## src/rtl/spi_slave_if.sv

```systemverilog
// Host register bus of the SPI responder.
// Write strobe, address and data in; read data and interrupt out.
interface spi_slave_if;
  logic [7:0] DataWr;
  logic [1:0] Addr;
  logic       Wr;
  logic [7:0] DataRd;
  logic       Irq;

  modport master (
    output DataWr, Addr, Wr,
    input  DataRd, Irq
  );

  modport slave (
    input  DataWr, Addr, Wr,
    output DataRd, Irq
  );
endinterface

```

## src/rtl/spi_slave.sv

```systemverilog
// SPI responder, modes 0-3, MSB-first 8-bit frames.
// Pins are oversampled in the Clk domain through 2-flop synchronizers.
module spi_slave (
  input  logic        Clk,
  input  logic        Rst_n,
  spi_slave_if.slave  bus,
  input  logic        SCK,
  input  logic        SS_n,
  input  logic        MOSI,
  output logic        MISO,
  output logic        MISO_En
);

  logic [1:0] sck_s_q;
  logic [1:0] ss_s_q;
  logic [1:0] mosi_s_q;
  logic       sck_d_q;
  logic       ss_d_q;
  logic       armed_q, armed_d;

  logic       cpol_q, cpol_d;
  logic       cpha_q, cpha_d;
  logic [7:0] txbuf_q, txbuf_d;
  logic [7:0] rxbuf_q, rxbuf_d;
  logic [7:0] tx_sh_q, tx_sh_d;
  logic [7:0] rx_sh_q, rx_sh_d;
  logic [2:0] cnt_q, cnt_d;
  logic       rxv_q, rxv_d;
  logic       ovr_q, ovr_d;
  logic       txe_q, txe_d;

  logic busy, ss_fall;
  logic sck_rise, sck_fall;
  logic lead, trail;
  logic smp_ev, drv_ev;
  logic wr_cfg, wr_sta, wr_tx, wr_rx;
  logic [7:0] rx_byte;

  // Only a high SS_n seen after reset arms the block, so a
  // transfer cut by reset is not resumed mid-frame.
  assign armed_d  = armed_q | ss_s_q[1];
  assign busy     = armed_q & ~ss_s_q[1];
  assign ss_fall  = busy & ss_d_q;

  assign sck_rise = sck_s_q[1] & ~sck_d_q;
  assign sck_fall = ~sck_s_q[1] & sck_d_q;
  assign lead     = cpol_q ? sck_fall : sck_rise;
  assign trail    = cpol_q ? sck_rise : sck_fall;

  assign smp_ev   = busy & (cpha_q ? trail : lead);
  assign drv_ev   = busy & (cpha_q ? lead : (trail | ss_fall));

  assign wr_cfg   = bus.Wr & (bus.Addr == 2'd0);
  assign wr_sta   = bus.Wr & (bus.Addr == 2'd1);
  assign wr_tx    = bus.Wr & (bus.Addr == 2'd2);
  assign wr_rx    = bus.Wr & (bus.Addr == 2'd3);

  assign rx_byte  = {rx_sh_q[6:0], mosi_s_q[1]};

  always_comb begin
    cpol_d  = cpol_q;
    cpha_d  = cpha_q;
    txbuf_d = txbuf_q;
    rxbuf_d = rxbuf_q;
    tx_sh_d = tx_sh_q;
    rx_sh_d = rx_sh_q;
    cnt_d   = cnt_q;
    rxv_d   = rxv_q;
    ovr_d   = ovr_q;
    txe_d   = txe_q;

    if (wr_cfg && !busy) begin
      cpol_d = bus.DataWr[5];
      cpha_d = bus.DataWr[4];
    end
    if (wr_sta)
      ovr_d = 1'b0;

    // A load sees the old TXBUF; a same-cycle write still leaves it full.
    if (drv_ev) begin
      if (cnt_q == 3'd0) begin
        tx_sh_d = txbuf_q;
        txe_d   = 1'b1;
      end else begin
        tx_sh_d = {tx_sh_q[6:0], 1'b0};
      end
    end
    if (wr_tx) begin
      txbuf_d = bus.DataWr;
      txe_d   = 1'b0;
    end

    if (wr_rx)
      rxv_d = 1'b0;

    if (!busy) begin
      cnt_d = 3'd0;
    end else if (smp_ev) begin
      rx_sh_d = rx_byte;
      cnt_d   = cnt_q + 3'd1;
      if (cnt_q == 3'd7) begin
        if (!rxv_q || wr_rx) begin
          rxbuf_d = rx_byte;
          rxv_d   = 1'b1;
        end else begin
          ovr_d = 1'b1;
        end
      end
    end
  end

  always_ff @(posedge Clk or negedge Rst_n) begin
    if (!Rst_n) begin
      sck_s_q  <= 2'b00;
      ss_s_q   <= 2'b00;
      mosi_s_q <= 2'b00;
      sck_d_q  <= 1'b0;
      ss_d_q   <= 1'b0;
      armed_q  <= 1'b0;
      cpol_q   <= 1'b0;
      cpha_q   <= 1'b0;
      txbuf_q  <= 8'h00;
      rxbuf_q  <= 8'h00;
      tx_sh_q  <= 8'h00;
      rx_sh_q  <= 8'h00;
      cnt_q    <= 3'd0;
      rxv_q    <= 1'b0;
      ovr_q    <= 1'b0;
      txe_q    <= 1'b1;
    end else begin
      sck_s_q  <= {sck_s_q[0], SCK};
      ss_s_q   <= {ss_s_q[0], SS_n};
      mosi_s_q <= {mosi_s_q[0], MOSI};
      sck_d_q  <= sck_s_q[1];
      ss_d_q   <= ss_s_q[1];
      armed_q  <= armed_d;
      cpol_q   <= cpol_d;
      cpha_q   <= cpha_d;
      txbuf_q  <= txbuf_d;
      rxbuf_q  <= rxbuf_d;
      tx_sh_q  <= tx_sh_d;
      rx_sh_q  <= rx_sh_d;
      cnt_q    <= cnt_d;
      rxv_q    <= rxv_d;
      ovr_q    <= ovr_d;
      txe_q    <= txe_d;
    end
  end

  assign MISO    = tx_sh_q[7];
  assign MISO_En = busy;
  assign bus.Irq = rxv_q | ovr_q;

  always_comb begin
    bus.DataRd = 8'h00;
    case (bus.Addr)
      2'd0: bus.DataRd = {2'b00, cpol_q, cpha_q, 4'h0};
      2'd1: bus.DataRd = {4'h0, txe_q, ovr_q, rxv_q, busy};
      2'd2: bus.DataRd = txbuf_q;
      2'd3: bus.DataRd = rxbuf_q;
      default: bus.DataRd = 8'h00;
    endcase
  end

endmodule

```

## src/flat_wrapper.sv

```systemverilog
// flat-port wrapper written by rule: the top's interface ports become plain ports
module spi_slave_flat 
  (Clk, Rst_n, SCK, SS_n, MOSI, MISO, MISO_En, bus_DataWr, bus_Addr, bus_Wr, bus_DataRd, bus_Irq);
  spi_slave_if bus_i ();
  input  logic Clk;
  input  logic Rst_n;
  input  logic SCK;
  input  logic SS_n;
  input  logic MOSI;
  output logic MISO;
  output logic MISO_En;
  input wire logic [$bits(bus_i.DataWr)-1:0] bus_DataWr;
  input wire logic [$bits(bus_i.Addr)-1:0] bus_Addr;
  input wire logic [$bits(bus_i.Wr)-1:0] bus_Wr;
  output wire logic [$bits(bus_i.DataRd)-1:0] bus_DataRd;
  output wire logic [$bits(bus_i.Irq)-1:0] bus_Irq;
  assign bus_i.DataWr = bus_DataWr;
  assign bus_i.Addr = bus_Addr;
  assign bus_i.Wr = bus_Wr;
  assign bus_DataRd = bus_i.DataRd;
  assign bus_Irq = bus_i.Irq;
  spi_slave u_core (.Clk(Clk), .Rst_n(Rst_n), .bus(bus_i), .SCK(SCK), .SS_n(SS_n), .MOSI(MOSI), .MISO(MISO), .MISO_En(MISO_En));
endmodule
```

## config.mk

```make
export PLATFORM = sky130hd
export DESIGN_NAME = spi_slave_flat
export DESIGN_NICKNAME = d
export VERILOG_FILES = /design/src/rtl/spi_slave_if.sv /design/src/rtl/spi_slave.sv /design/src/flat_wrapper.sv
export SDC_FILE = /design/constraint.sdc
export NUM_CORES = 1
export LEC_CHECK = 0
export CAP_MARGIN = 20
export CORE_ASPECT_RATIO = 1.5
export CORE_UTILIZATION = 54
export CTS_CLUSTER_DIAMETER = 150
export DETAILED_ROUTE_END_ITERATION = 8
export PLACE_DENSITY = 0.78
export SLEW_MARGIN = 20
export SYNTH_ARGS = -nofsm -noshare
export SYNTH_HDL_FRONTEND = slang
export SYNTH_SLANG_ARGS = --single-unit
```

## constraint.sdc

```tcl
create_clock -name Clk -period 2.4 [get_ports Clk]
set_input_delay 0.36 -clock Clk [delete_from_list [all_inputs] [get_ports Clk]]
set_output_delay 0.36 -clock Clk [all_outputs]
set_load 0.01 [all_outputs]
```

# Yosys cells after proc, flatten, opt, wreduce, memory -nomap -nowiden
# Index checks and enable logic that the tools add are counted.
# totals
ff_bits,48
output_inout_bits,11
wordCells,70
# classes
add_sub_neg,1
eq_ne,5
muxes,21
bitwise,16
n_reduce_logical,11
# op_table
op,count
8-bit case mux with 4 select lines,1
1-bit two-way mux,17
1-bit AND,10
8-bit two-way mux,1
3-bit two-way mux,2
"2-bit == test, second input constant",2
2-bit AND reduction,2
4-bit AND reduction,1
2-bit nonzero test,2
"3-bit by 1-bit adder with 3-bit output, second input constant",1
"3-bit == test, second input constant",1
3-bit logical NOT,1
1-bit inverter,3
1-bit OR,3
"2-bit by 1-bit == test with 1-bit output, second input constant",1
1-bit logical NOT,2
2-bit logical NOT,1
"2-bit inequality test, second input constant",1
1-bit logical AND,1
1-bit logical OR,1

# Depth between registers and ports, before layout
# depth
word_depth,8
ltp_mapped,6
mapped_depth_nobuf,5

# Worst setup path after synthesis
# Ideal clock, no wire load.
# synth_timing
path_type,register to register
from,register u_core.cpha_q
to,register u_core.rxbuf_q[0]
setup_time_ps,128
arrival_time_ps,1622
required_ps,2272
path_slack_ps,650
path_stages_with_launch,5
n_path_buf,0
cell_sequence,dfrtp_1 -> xnor2_1 -> mux2i_4 -> nand4_4 -> mux2_1
# synth_via
elab_chain_cells,3
# synth_rtl
element,line_no,text
from (decl),spi_slave.sv:22,"logic cpha_q, cpha_d;"
from (signal assigned),spi_slave.sv:138,cpha_q <= cpha_d;
1-bit two-way mux,spi_slave.sv:50,assign smp_ev = busy & (cpha_q ? trail : lead);
1-bit AND,spi_slave.sv:50,
4-bit AND reduction (no source line),n/a,
to (signal assigned),spi_slave.sv:140,rxbuf_q <= rxbuf_d;
to (decl),spi_slave.sv:24,"logic [7:0] rxbuf_q, rxbuf_d;"
# Every way passes these cells.
# A chain may end at the register's enable or synchronous reset.

# Worst setup path in the final report
# layout_timing
from,input bus_Addr[1]
to,output bus_DataRd[1]
# layout_via
elab_chain_cells,2
elab_cells_between_ends,5
cone_classes,eq/ne: 3; mux: 1; reduce/logical: 1
# layout_rtl
element,line_no,text
from (decl),flat_wrapper.sv:13,input wire logic [$bits(bus_i.Addr)-1:0] bus_Addr;
"2-bit == test, or another cell as far along",spi_slave.sv:156,case (bus.Addr)
8-bit case mux with 4 select lines (*),spi_slave.sv:156,
to (decl),flat_wrapper.sv:15,output wire logic [$bits(bus_i.DataRd)-1:0] bus_DataRd;
# Every way passes the cells marked *; elsewhere a longest branch is shown, timed or not.

==> reports/results.ini <==
[layout]
layout.nets=207
regArea_mm2=0.00120
fillerInstances=264
area_growth_pct=20.6
drive_above_1_share_pct=34.4
multi_input_area_um2=901
n_antenna_cell=0
final_area_mm2=0.00257

[sta]
fin_crit_sh_pct=92.2
finalMaxSlewViolations=0
setup_ws_ps=187
fmax_mhz=452
rsz0062_at_grt=no
finalHoldViolCount=0
worst_pin_slew_ps=522
whs_ps=356
maxSlewHeadroom_pct=65.1
setup_violations=0
min_period_ps=2210
clock_skew_ps=4.79

[floorplan]
rows=27
dieArea_mm2=0.00420
io_pins=27
die_x_um=53.3
start_util_pct=57.3
die_y_um=78.9
core_area_mm2=0.00372

[logic_synthesis]
synth.distinct_cells=27
ys.warnings.count=0
synth-edff-count=0
netlist_area_mm2=0.00213
avgSynthCellArea_um2=14.1
synth-async-reset-ratio_pct=100
ys_ff_latch=48
syn-num-nets=170
ys_seq_area_share_pct=56.5
synth_ff_type=dfrtp_1
syn_inst=151

[global_routing]
grt_usage_pct=21.9
grt_overflow=0
grt_pass1_wl_um=6580
grt_pass1_vias=1412
antenna_found_initial=0
met1_usage_pct=25.3
grt.met3_usage_pct=4.21
grt_max_degree=33
grt-busiest-layer=met2
use_met2_pct=37.9

[setup_path]
worstSetupPathType=primary input to primary output
cpPeakStageDelay_ps=530
cp_slowest_cell=clkdlybuf4s50_1
worstPathCellList=clkdlybuf4s50_1, nor2b_1, a22o_1, clkdlybuf4s50_1
cp_common_cell=clkdlybuf4s50_1
end_kind=primary output
critPathMaxFanout=5
critPathRequiredTime_ps=2040
cp-start-kind=primary input
arrival_ps=1850

[route]
vias=1300
ant_nets=0
drtIter0Drc=25
dr.pass1.iters=4
routed_via_density=5.60
wl_um=3910
drc=0
post_drt_wl_per_cell_um=16.9

[place]
pre_cts_ws_ps=-45.8
io_buffers=26
place_area_mm2=0.00247
dp_hpwl_um=2950
place_congestion=0.775

[worst_hold_path]
hp-class=flop to flop

[pwr]
power_leakage_nw=1.16
ir_worst_vdd_v=0.000722
powerDensity_mw_per_mm2=811

[clock_tree]
clock_path_buffers=2
cts_tree=done
cts_setup_buffers=0
clock_latency_ps=290
cts_sinks=48
numCtsBuffers=5
cts-htree-levels=2
clkTransAtPathRegs_ps=80
cts-root-buf=clkbuf_8

[job]
max-cap-violations=0

[status]
status=completed

[where the power goes]
part           internal, mW  switching [mW]
clock network         0.203           0.252
logic                 0.318           0.199
registers             0.990           0.122
total                  1.51           0.573
[flip-flops by register name, indices dropped and copies added (netlist names), 2 cells and up]
name	cells
u_core.rx_sh_q	7
u_core.tx_sh_q	8
u_core.ss_s_q	2
u_core.rxbuf_q	8
u_core.mosi_s_q	2
u_core.txbuf_q	8
u_core.sck_s_q	2
u_core.cnt_q	3
[Yosys cell counts (2+ instances only)]
library cell	n	area (µm²)
clkbuf_1	2	7.51
a22o_1	6	52.6
mux2i_1	5	50.1
nand2_1	6	22.5
nand2b_1	5	31.3
nand3_1	2	10.0
or2_2	2	12.5
nor2_1	5	18.8
ha_1	3	37.5
mux2_1	5	56.3
nor2b_1	3	18.8
dfrtp_1	47	1180
o21ai_0	3	15.0
inv_1	3	11.3
nand3b_1	2	15.0
xnor2_1	2	17.5
mux2_2	40	450
[per-stage QoR]
step	power, mW	cells	utilization (%)	TNS, ps
5_1_grt	2.21	232	69.1	0
3_5_place_dp	1.65	223	66.5	-107
6_report	2.08	232	69.1	0
4_1_cts	2.12	232	69.1	0
3_3_place_gp	1.61	223	66.5	-87.3
2_1_floorplan	1.45	151	-	0
[final timing paths]
kind | slack [ps] | to | depth (start not counted) | startpoint
max | 190 | bus_DataRd[1] | 4 | bus_Addr[1]
min reg2reg | 360 | u_core.ss_s_q[1]$_DFF_PN0_ | 0 | u_core.ss_s_q[0]$_DFF_PN0_
min in group asynchronous | 510 | u_core.tx_sh_q[4]$_DFFE_PN0P_ | 2 | Rst_n
min | 360 | u_core.ss_s_q[1]$_DFF_PN0_ | 0 | u_core.ss_s_q[0]$_DFF_PN0_
max in group asynchronous | 1130 | u_core.txe_q$_DFFE_PN1P_ | 3 | Rst_n
max reg2reg | 490 | u_core.rxbuf_q[5]$_DFFE_PN0P_ | 4 | u_core.cpol_q$_DFFE_PN0P_
[metal layers]
layer | vias to the layer above | wire (µm)
met4 | 0 | 84
met2 | 25 | 2130
met5 | - | 0
met3 | 8 | 113
met1 | 656 | 1580
li1 | 611 | -
[cells in the final DEF, fill, tap and decap left out, drive strengths merged]
| cell | netlist | layout |
|---|---|---|
| a22o | 6 | 6 |
| buf | 1 | 7 |
| clkbuf | 2 | 5 |
| clkdlybuf4s50 | 0 | 24 |
| clkinv | 0 | 3 |
| dfrtp | 47 | 47 |
| dfstp | 1 | 1 |
| dlygate4sd2 | 0 | 1 |
| dlygate4sd3 | 0 | 1 |
| ha | 3 | 3 |
| inv | 4 | 4 |
| mux2 | 45 | 45 |
| mux2i | 6 | 6 |
| nand2 | 7 | 7 |
| nand2b | 5 | 5 |
| nand3 | 2 | 2 |
| nand3b | 2 | 2 |
| nand4 | 1 | 1 |
| nor2 | 5 | 5 |
| nor2b | 3 | 3 |
| o211ai | 1 | 1 |
| o21ai | 3 | 3 |
| o311ai | 1 | 1 |
| or2 | 2 | 2 |
| or3b | 1 | 1 |
| or4b | 1 | 1 |
| xnor2 | 2 | 2 |
[critical path: cells and delay by family]
kind / cells / cell delay (ps)
buf+inv: 2 / 1040
simple gates: 1 / 270
compound gates: 1 / 190
[kinds of logic (layout without fill, tap and decap cells)]
kind of cell               Yosys count  after routing  synth area share (%)
and+or+nand+nor                     29             29                  8.23
xor gates and xnor gates             2              2                 0.823
muxes                               51             51                  27.2
buffers and inverters                7             45                  1.23
AOI/OAI and AO/OA                   11             11                  4.29
DFF                                 48             48                  56.5
adders and majority gates            3              3                  1.76
[final cells by class]
type	instances	share of cell area (%)
clock buffers	5	2.68
clock inverters	3	0.731
inverters	4	0.585
multi-input cells	96	35.1
flip-flops and latches	48	46.8
well taps	43	2.09
repair buffers	33	12.0
[what timing repair did]
action	in CTS	in global routing
setup endpoints to repair	5	0
hold buffers	1	0
hold endpoints to repair	16	0
gates resized for setup	1	0
(Power assumes the default switching activity.)
